### src/rtl/sram_ctrl_pkg.sv
// Shared types and default widths for single-port SRAM controllers.
// Contents: default address/data widths, controller state and
// round-robin priority enums.
package sram_ctrl_pkg;

    localparam int unsigned ADDR_W_DFLT = 12;
    localparam int unsigned DATA_W_DFLT = 15;

    typedef enum logic [0:0] {
        INIT = 1'b0,
        RUN  = 1'b1
    } sram_ctrl_state_e;

    typedef enum logic [0:0] {
        WRITE = 1'b0,
        READ  = 1'b1
    } rr_prio_e;

endpackage

### src/rtl/sram_rw_arbiter_rr_arb2.sv
// rr_arb2: two-way round-robin arbiter (write side vs read side) with
// combinational valid/ready grants and a registered priority pointer.
// Ports:
//   clk, rst_n          clock, async active-low reset
//   en_i                arbitration enabled (no ready/grant when low)
//   w_req_i, r_req_i    request valids
//   w_ready_c_o/r_ready_c_o  combinational readies
//   w_gnt_c_o/r_gnt_c_o      combinational grants (valid & ready)
module rr_arb2
    import sram_ctrl_pkg::*;
(
    input  logic clk,
    input  logic rst_n,
    input  logic en_i,
    input  logic w_req_i,
    input  logic r_req_i,
    output logic w_ready_c_o,
    output logic r_ready_c_o,
    output logic w_gnt_c_o,
    output logic r_gnt_c_o
);

    rr_prio_e prio_q;
    rr_prio_e prio_d;

    // A side is ready unless the other side is contending and holds priority.
    always_comb begin
        w_ready_c_o = en_i & (~r_req_i | (prio_q == WRITE));
        r_ready_c_o = en_i & (~w_req_i | (prio_q == READ));
        w_gnt_c_o   = w_req_i & w_ready_c_o;
        r_gnt_c_o   = r_req_i & r_ready_c_o;
        prio_d      = prio_q;
        // Pointer only moves when a real conflict was resolved.
        if (w_req_i && r_req_i && (w_gnt_c_o || r_gnt_c_o)) begin
            prio_d = (prio_q == WRITE) ? READ : WRITE;
        end
    end

    always_ff @(posedge clk or negedge rst_n) begin
        if (!rst_n) begin
            prio_q <= WRITE;
        end else begin
            prio_q <= prio_d;
        end
    end

endmodule

### src/rtl/sram_rw_arbiter.sv
// sram_rw_arbiter: owns the single RW port of a single-port SRAM wrapper.
// Zero-fills the array after reset (and on init_start), then shares the port
// between one write and one read requester with round-robin on conflict.
// Read data returns one cycle after the read grant.
// Ports:
//   clock, reset_n                 clock, async active-low reset
//   init_start                     restart the zero-fill (RUN only)
//   busy                           sweep in progress
//   w_valid/w_ready/w_addr/w_data  write request channel
//   r_valid/r_ready/r_addr         read request channel
//   resp_valid/resp_data           read response (no backpressure)
//   RW0_*                          array macro port
module sram_rw_arbiter
    import sram_ctrl_pkg::*;
#(
    parameter int unsigned ADDR_W  = ADDR_W_DFLT,
    parameter int unsigned DATA_W  = DATA_W_DFLT,
    parameter bit          INIT_EN = 1'b1
) (
    input  logic              clock,
    input  logic              reset_n,
    input  logic              init_start,
    output logic              busy,
    input  logic              w_valid,
    output logic              w_ready,
    input  logic [ADDR_W-1:0] w_addr,
    input  logic [DATA_W-1:0] w_data,
    input  logic              r_valid,
    output logic              r_ready,
    input  logic [ADDR_W-1:0] r_addr,
    output logic              resp_valid,
    output logic [DATA_W-1:0] resp_data,
    output logic [ADDR_W-1:0] RW0_addr,
    output logic              RW0_en,
    output logic              RW0_clk,
    output logic              RW0_wmode,
    output logic [DATA_W-1:0] RW0_wdata,
    input  logic [DATA_W-1:0] RW0_rdata
);

    sram_ctrl_state_e  state_q;
    sram_ctrl_state_e  state_d;
    logic [ADDR_W-1:0] sweep_q;
    logic [ADDR_W-1:0] sweep_d;
    logic              resp_valid_q;
    logic              arb_en;
    logic              w_gnt;
    logic              r_gnt;

    assign RW0_clk = clock;

    rr_arb2 u_arb (
        .clk         (clock),
        .rst_n       (reset_n),
        .en_i        (arb_en),
        .w_req_i     (w_valid),
        .r_req_i     (r_valid),
        .w_ready_c_o (w_ready),
        .r_ready_c_o (r_ready),
        .w_gnt_c_o   (w_gnt),
        .r_gnt_c_o   (r_gnt)
    );

    // Next state, sweep counter and array port drive.
    always_comb begin
        state_d   = state_q;
        sweep_d   = sweep_q;
        arb_en    = 1'b0;
        busy      = 1'b0;
        RW0_en    = 1'b0;
        RW0_wmode = 1'b0;
        RW0_addr  = '0;
        RW0_wdata = '0;

        unique case (state_q)
            INIT: begin
                busy      = 1'b1;
                RW0_en    = 1'b1;
                RW0_wmode = 1'b1;
                RW0_addr  = sweep_q;
                // Counter wraps to zero on the last address, ready for the next sweep.
                sweep_d   = sweep_q + ADDR_W'(1);
                if (sweep_q == {ADDR_W{1'b1}}) begin
                    state_d = RUN;
                end
            end
            RUN: begin
                arb_en = 1'b1;
                if (w_gnt) begin
                    RW0_en    = 1'b1;
                    RW0_wmode = 1'b1;
                    RW0_addr  = w_addr;
                    RW0_wdata = w_data;
                end else if (r_gnt) begin
                    RW0_en    = 1'b1;
                    RW0_addr  = r_addr;
                end
                // The grant of this cycle still completes before the sweep starts.
                if (INIT_EN && init_start) begin
                    state_d = INIT;
                    sweep_d = '0;
                end
            end
            default: state_d = RUN;
        endcase
    end

    always_ff @(posedge clock or negedge reset_n) begin
        if (!reset_n) begin
            if (INIT_EN) begin
                state_q <= INIT;
            end else begin
                state_q <= RUN;
            end
            sweep_q      <= '0;
            resp_valid_q <= 1'b0;
        end else begin
            state_q      <= state_d;
            sweep_q      <= sweep_d;
            resp_valid_q <= r_gnt;
        end
    end

    // Array read data is valid the cycle after the enable; pass it straight through.
    assign resp_valid = resp_valid_q;
    assign resp_data  = resp_valid_q ? RW0_rdata : '0;

endmodule

### config.mk
export PLATFORM = sky130hd
export DESIGN_NAME = sram_rw_arbiter
export DESIGN_NICKNAME = d
export VERILOG_FILES = /design/src/rtl/sram_ctrl_pkg.sv /design/src/rtl/sram_rw_arbiter_rr_arb2.sv /design/src/rtl/sram_rw_arbiter.sv
export SDC_FILE = /design/constraint.sdc
export NUM_CORES = 1
export LEC_CHECK = 0
export ABC_AREA = 1
export BUFFER_PORTS_ARGS = -buffer_cell sky130_fd_sc_hd__buf_2
export CAP_MARGIN = 20
export CELL_PAD_IN_SITES_DETAIL_PLACEMENT = 0
export CELL_PAD_IN_SITES_GLOBAL_PLACEMENT = 1
export CORE_MARGIN = 2
export CORE_UTILIZATION = 24
export CTS_BUF_LIST = sky130_fd_sc_hd__clkbuf_16
export DETAILED_ROUTE_END_ITERATION = 7
export PLACE_DENSITY_LB_ADDON = 0.1
export SETUP_SLACK_MARGIN = 0.1
export SYNTH_ARGS = -nofsm -noshare
export SYNTH_HDL_FRONTEND = slang
export SYNTH_HIERARCHICAL = 1
export SYNTH_SLANG_ARGS = --single-unit
### constraint.sdc
create_clock -name clock -period 1.7 [get_ports clock]
set_clock_uncertainty 0.15 [all_clocks]
set_input_delay 0.085 -clock clock [delete_from_list [all_inputs] [get_ports clock]]
set_output_delay 0.085 -clock clock [all_outputs]
set_load 0.01 [all_outputs]
# == Yosys cells after proc, flatten, opt, wreduce, memory -nomap -nowiden ==
# Index checks and enable logic that the tools add are counted.
# classes
n_addsub,1
mul,0
n_div,0
n_lt_le_gt_ge,0
n_eq_ne,2
n_shift,0
mux,19
bitwise,10
n_reduce_logical,3
# op_table
op,count
$pmux W12 S2,2
$mux W15,3
$mux W12,3
$add A12 B1 Y12 const B,1
$eq A12 B12 Y1 const B,1
$mux W1,8
$pmux W1 S2,3
$and A1 B1 Y1,4
$not A1 Y1,4
$logic_and A1 B1 Y1,2
$ne A2 B2 Y1 const B,1
$or A1 B1 Y1,2
$logic_or A1 B1 Y1,1
# totals
register_bits,15
latch_bits,0
ram_bits,0
mem_bits_ro,0
input_bits,59
out_inout_bits,49
word_cells,39
mem_count,0

# == Depth between registers and ports, before layout ==
# logic_depth
word_depth,7
depth_mapped,9
depth_no_buf,8

# == Hierarchy ==
# Netlist, hierarchy kept.
# modules_own_cells
mod,n_inst,cells_per_inst,area_per_inst_um2,seq_area_each_um2
sram_rw_arbiter,1,200,1247.4,350.3
rr_arb2,1,14,90.1,25.0

==> summary.txt <==
Routing
  – TritonRoute pass-1 iters: 4
  – Final wirelength: 4.62 mm
  – Routed len/inst: 11.3 um
  – Vias: 1732
  – Post-route ant nets: 0
  – DR DRC count: 0
  – Vias per inst: 4.23
  – 1st-iter DRT viols: 38

STA
  – Final Hold Fails: 0
  – Final period utilization: 112%
  – Worst-margin pin slew: 0.382 ns
  – Hold slack: 0.0310 ns
  – RSZ-0062 raised after global routing: true
  – Slew HR: 74.5%
  – Setup violation total in the final timing report: 27
  – Max Transition Viols Final: 0
  – Fmax: 527 MHz
  – Total negative setup slack: -3.71 ns
  – Worst setup margin: -0.198 ns
  – Tmin final: 1.90 ns

GRT
  – Largest net degree at the start of global routing: 17
  – Initial antenna violation count: 0
  – Gr ovfl total: 0
  – First-pass GRT wire length: 7.32 mm
  – Vias in the first global route: 1587
  – Total track usage: 14.8%

Die
  – Die height: 78.7 um
  – Die Wd: 78.7 um
  – Ports: 108
  – Row Count: 27
  – Core area: 0.00544 sq mm
  – Die area: 0.00619 sq mm
  – Initial Utilization: 24.6%

Setup path
  – Crit-path most repeated cell: buf_6
  – Crit path buf inv count: 3
  – Crit. End Element: output pin
  – CP Launch Type: flip-flop
  – Setup CP Type: flip-flop to output pin
  – Critical path's top delay family: compound AO/OA/AOI/OAI gates
  – CP required: 1.46 ns
  – Max incr delay on CP: 0.40 ns
  – CP max stage cell: dfrtp_1
  – Worst EP arrival: 1.66 ns
  – Worst-path cell chain: buf_6 > a21oi_4 > nor2_4 > buf_6 > a22oi_1 > o21ai_1 > buf_2
  – Crit-path max FO: 6

Synthesis
  – Async set or reset register ratio after synthesis: 100%
  – Average cell area after synthesis: 6.25 sq um
  – Gate Count Post-Synth: 214
  – Yosys warning total: 6
  – Number of synthesized register bits: 15
  – Synth top cells by count: nand2_1, inv_1, nor2_1
  – Distinct cells, synth: 26
  – Count leader, synth: nand2_1
  – Largest area contributor in the netlist: dfrtp_1
  – Sequential element share of the synthesized area: 28.1%
  – Synth Flop Type: dfrtp_1
  – Syn_nets: 274
  – Top cells by area, synth: dfrtp_1, nand2_1, inv_1
  – EDFF count, synth: 0
  – Syn Std Cell Area: 0.00134 sq mm
  – Share of the synthesized area in the top cell type: 28.1%

Run
  – Max cap viols: 0

Clock tree
  – CTS tree: built
  – Skew-Pair Late Insertion Delay: 0.35 ns
  – Worst-path clk slew: 0.05 ns

Place
  – Dpl hpwl: 3.41 mm
  – IO Port Bufs: 107
  – GP Congestion: 0.721

Finish
  – Layout Area Growth over Synthesis: 71.6%
  – Fraction of layout cells with a size suffix above 1: 46.0%
  – Fill cells: 604
  – Nets: 398
  – Antenna diodes: 0

Pwr
  – Max VDD drop: 0.797 mV
  – Leak pwr: 1.44 nW
  – Pwr dens: 909 mW/mm^2

Status
  – Status: complete, but fails checks
  – Failing checks: negative setup slack

Worst hold path
  – Min-delay worst type: input pin to async pin
## stage by stage
stage / instance area [sq um] / power, mW / worst slack [ns] / util (%) / cells
6_report: 2290 / 2.09 / -0.198 / 42.2 / 409
5_1_grt: 2290 / 2.24 / -0.301 / 42.2 / 409
4_1_cts: 2270 / 2.12 / -0.213 / 41.7 / 407
3_5_place_dp: 1960 / 1.28 / 0.0796 / 36.1 / 390
3_3_place_gp: 1960 / 1.28 / 0.0753 / 36.1 / 390
2_1_floorplan: 1340 / 1.04 / 0.169 / - / 214
## layout make-up
type	instances	area (sq um)	share of cell area, %
multi-input cells	142	781	34.0
repair buffers	123	691	30.1
inverters	49	198	8.62
flip-flops and latches	15	377	16.4
clock buffers	7	155	6.76
clock inverters	1	3.75	0.164
well taps	72	90.1	3.93
## registers in the layout (all words and copies together), names as in the netlist
register	cells
resp_valid	1
state_q	1
sweep_q	12
u_arb/prio_q	1
## worst register-to-register path: cells and delay by family, from the launching register on
| kind | cells | cell delay (ns) |
|---|---|---|
| AND/OR/NAND/NOR | 3 | 0.20 |
| buffers and inverters | 2 | 0.75 |
| flip-flops | 1 | 0.39 |
## power by group
part | total, mW | leakage [nW] | internal [mW] | switching [mW]
clock | 0.835 | 0.0832 | 0.627 | 0.208
sequential | 0.585 | 0.187 | 0.453 | 0.132
combinational | 0.666 | 1.17 | 0.315 | 0.351
total | 2.09 | 1.44 | 1.39 | 0.692
## kinds of logic (layout without fill, tap and decap cells)
| family | after synthesis | in the layout | share of synthesized area (%) |
|---|---|---|---|
| and+or+nand+nor | 105 | 106 | 37.2 |
| buffers and inverters | 58 | 180 | 18.1 |
| AOI/OAI and AO/OA | 35 | 35 | 15.7 |
| DFF | 15 | 15 | 28.1 |
| adders and majority gates | 1 | 1 | 0.935 |
## what timing repair did
item	4_1_cts	5_1_grt
hold buffers	4	0
endpoints found under the hold margin	20	0
gates resized for setup	18	4
buffers inserted	4	2
cloned	2	0
pin swaps	2	2
endpoints found under the setup margin	30	33
## final timing paths
path	slack, ns	cells after the start	from	endpoint
min reg2reg	0.38	1	sweep_q[5]$_DFFE_PN0P_	sweep_q[5]$_DFFE_PN0P_
max	-0.20	7	u_arb/prio_q$_DFFE_PN0P_	RW0_addr[4]
max reg2reg	0.11	5	state_q$_DFF_PN0_	u_arb/prio_q$_DFFE_PN0P_
max in group asynchronous	1.07	2	reset_n	resp_valid$_DFF_PN0_
min	0.03	2	reset_n	sweep_q[10]$_DFFE_PN0P_
min in group clock	0.03	4	r_valid	resp_valid$_DFF_PN0_
## placed cells by master (no fill, tap or decap), types with 2 or more instances in the layout
cell type        n
nand3_1         10
buf_4            8
nor3_1           2
nand2_2          7
inv_2            4
dlygate4sd3_1    4
nand2_1         47
inv_1           45
clkbuf_16        6
nor2_1          21
a22oi_2          3
nand4_1          6
nand2_4          3
nor2_4           6
buf_6            4
buf_2          107
o21ai_1         16
dfrtp_1         14
a22oi_1          7
a21oi_1          4
## routing by layer
metal	wire (um)	track usage, %	up-vias	part of all wire (%)
li1	-	-	912	-
met4	40	4.21	0	0.87
met3	356	4.02	4	7.7
met5	0	0	-	0
met2	2380	26.8	66	51
met1	1850	16.8	750	40
No activity file was read; power rests on OpenSTA's default activity.
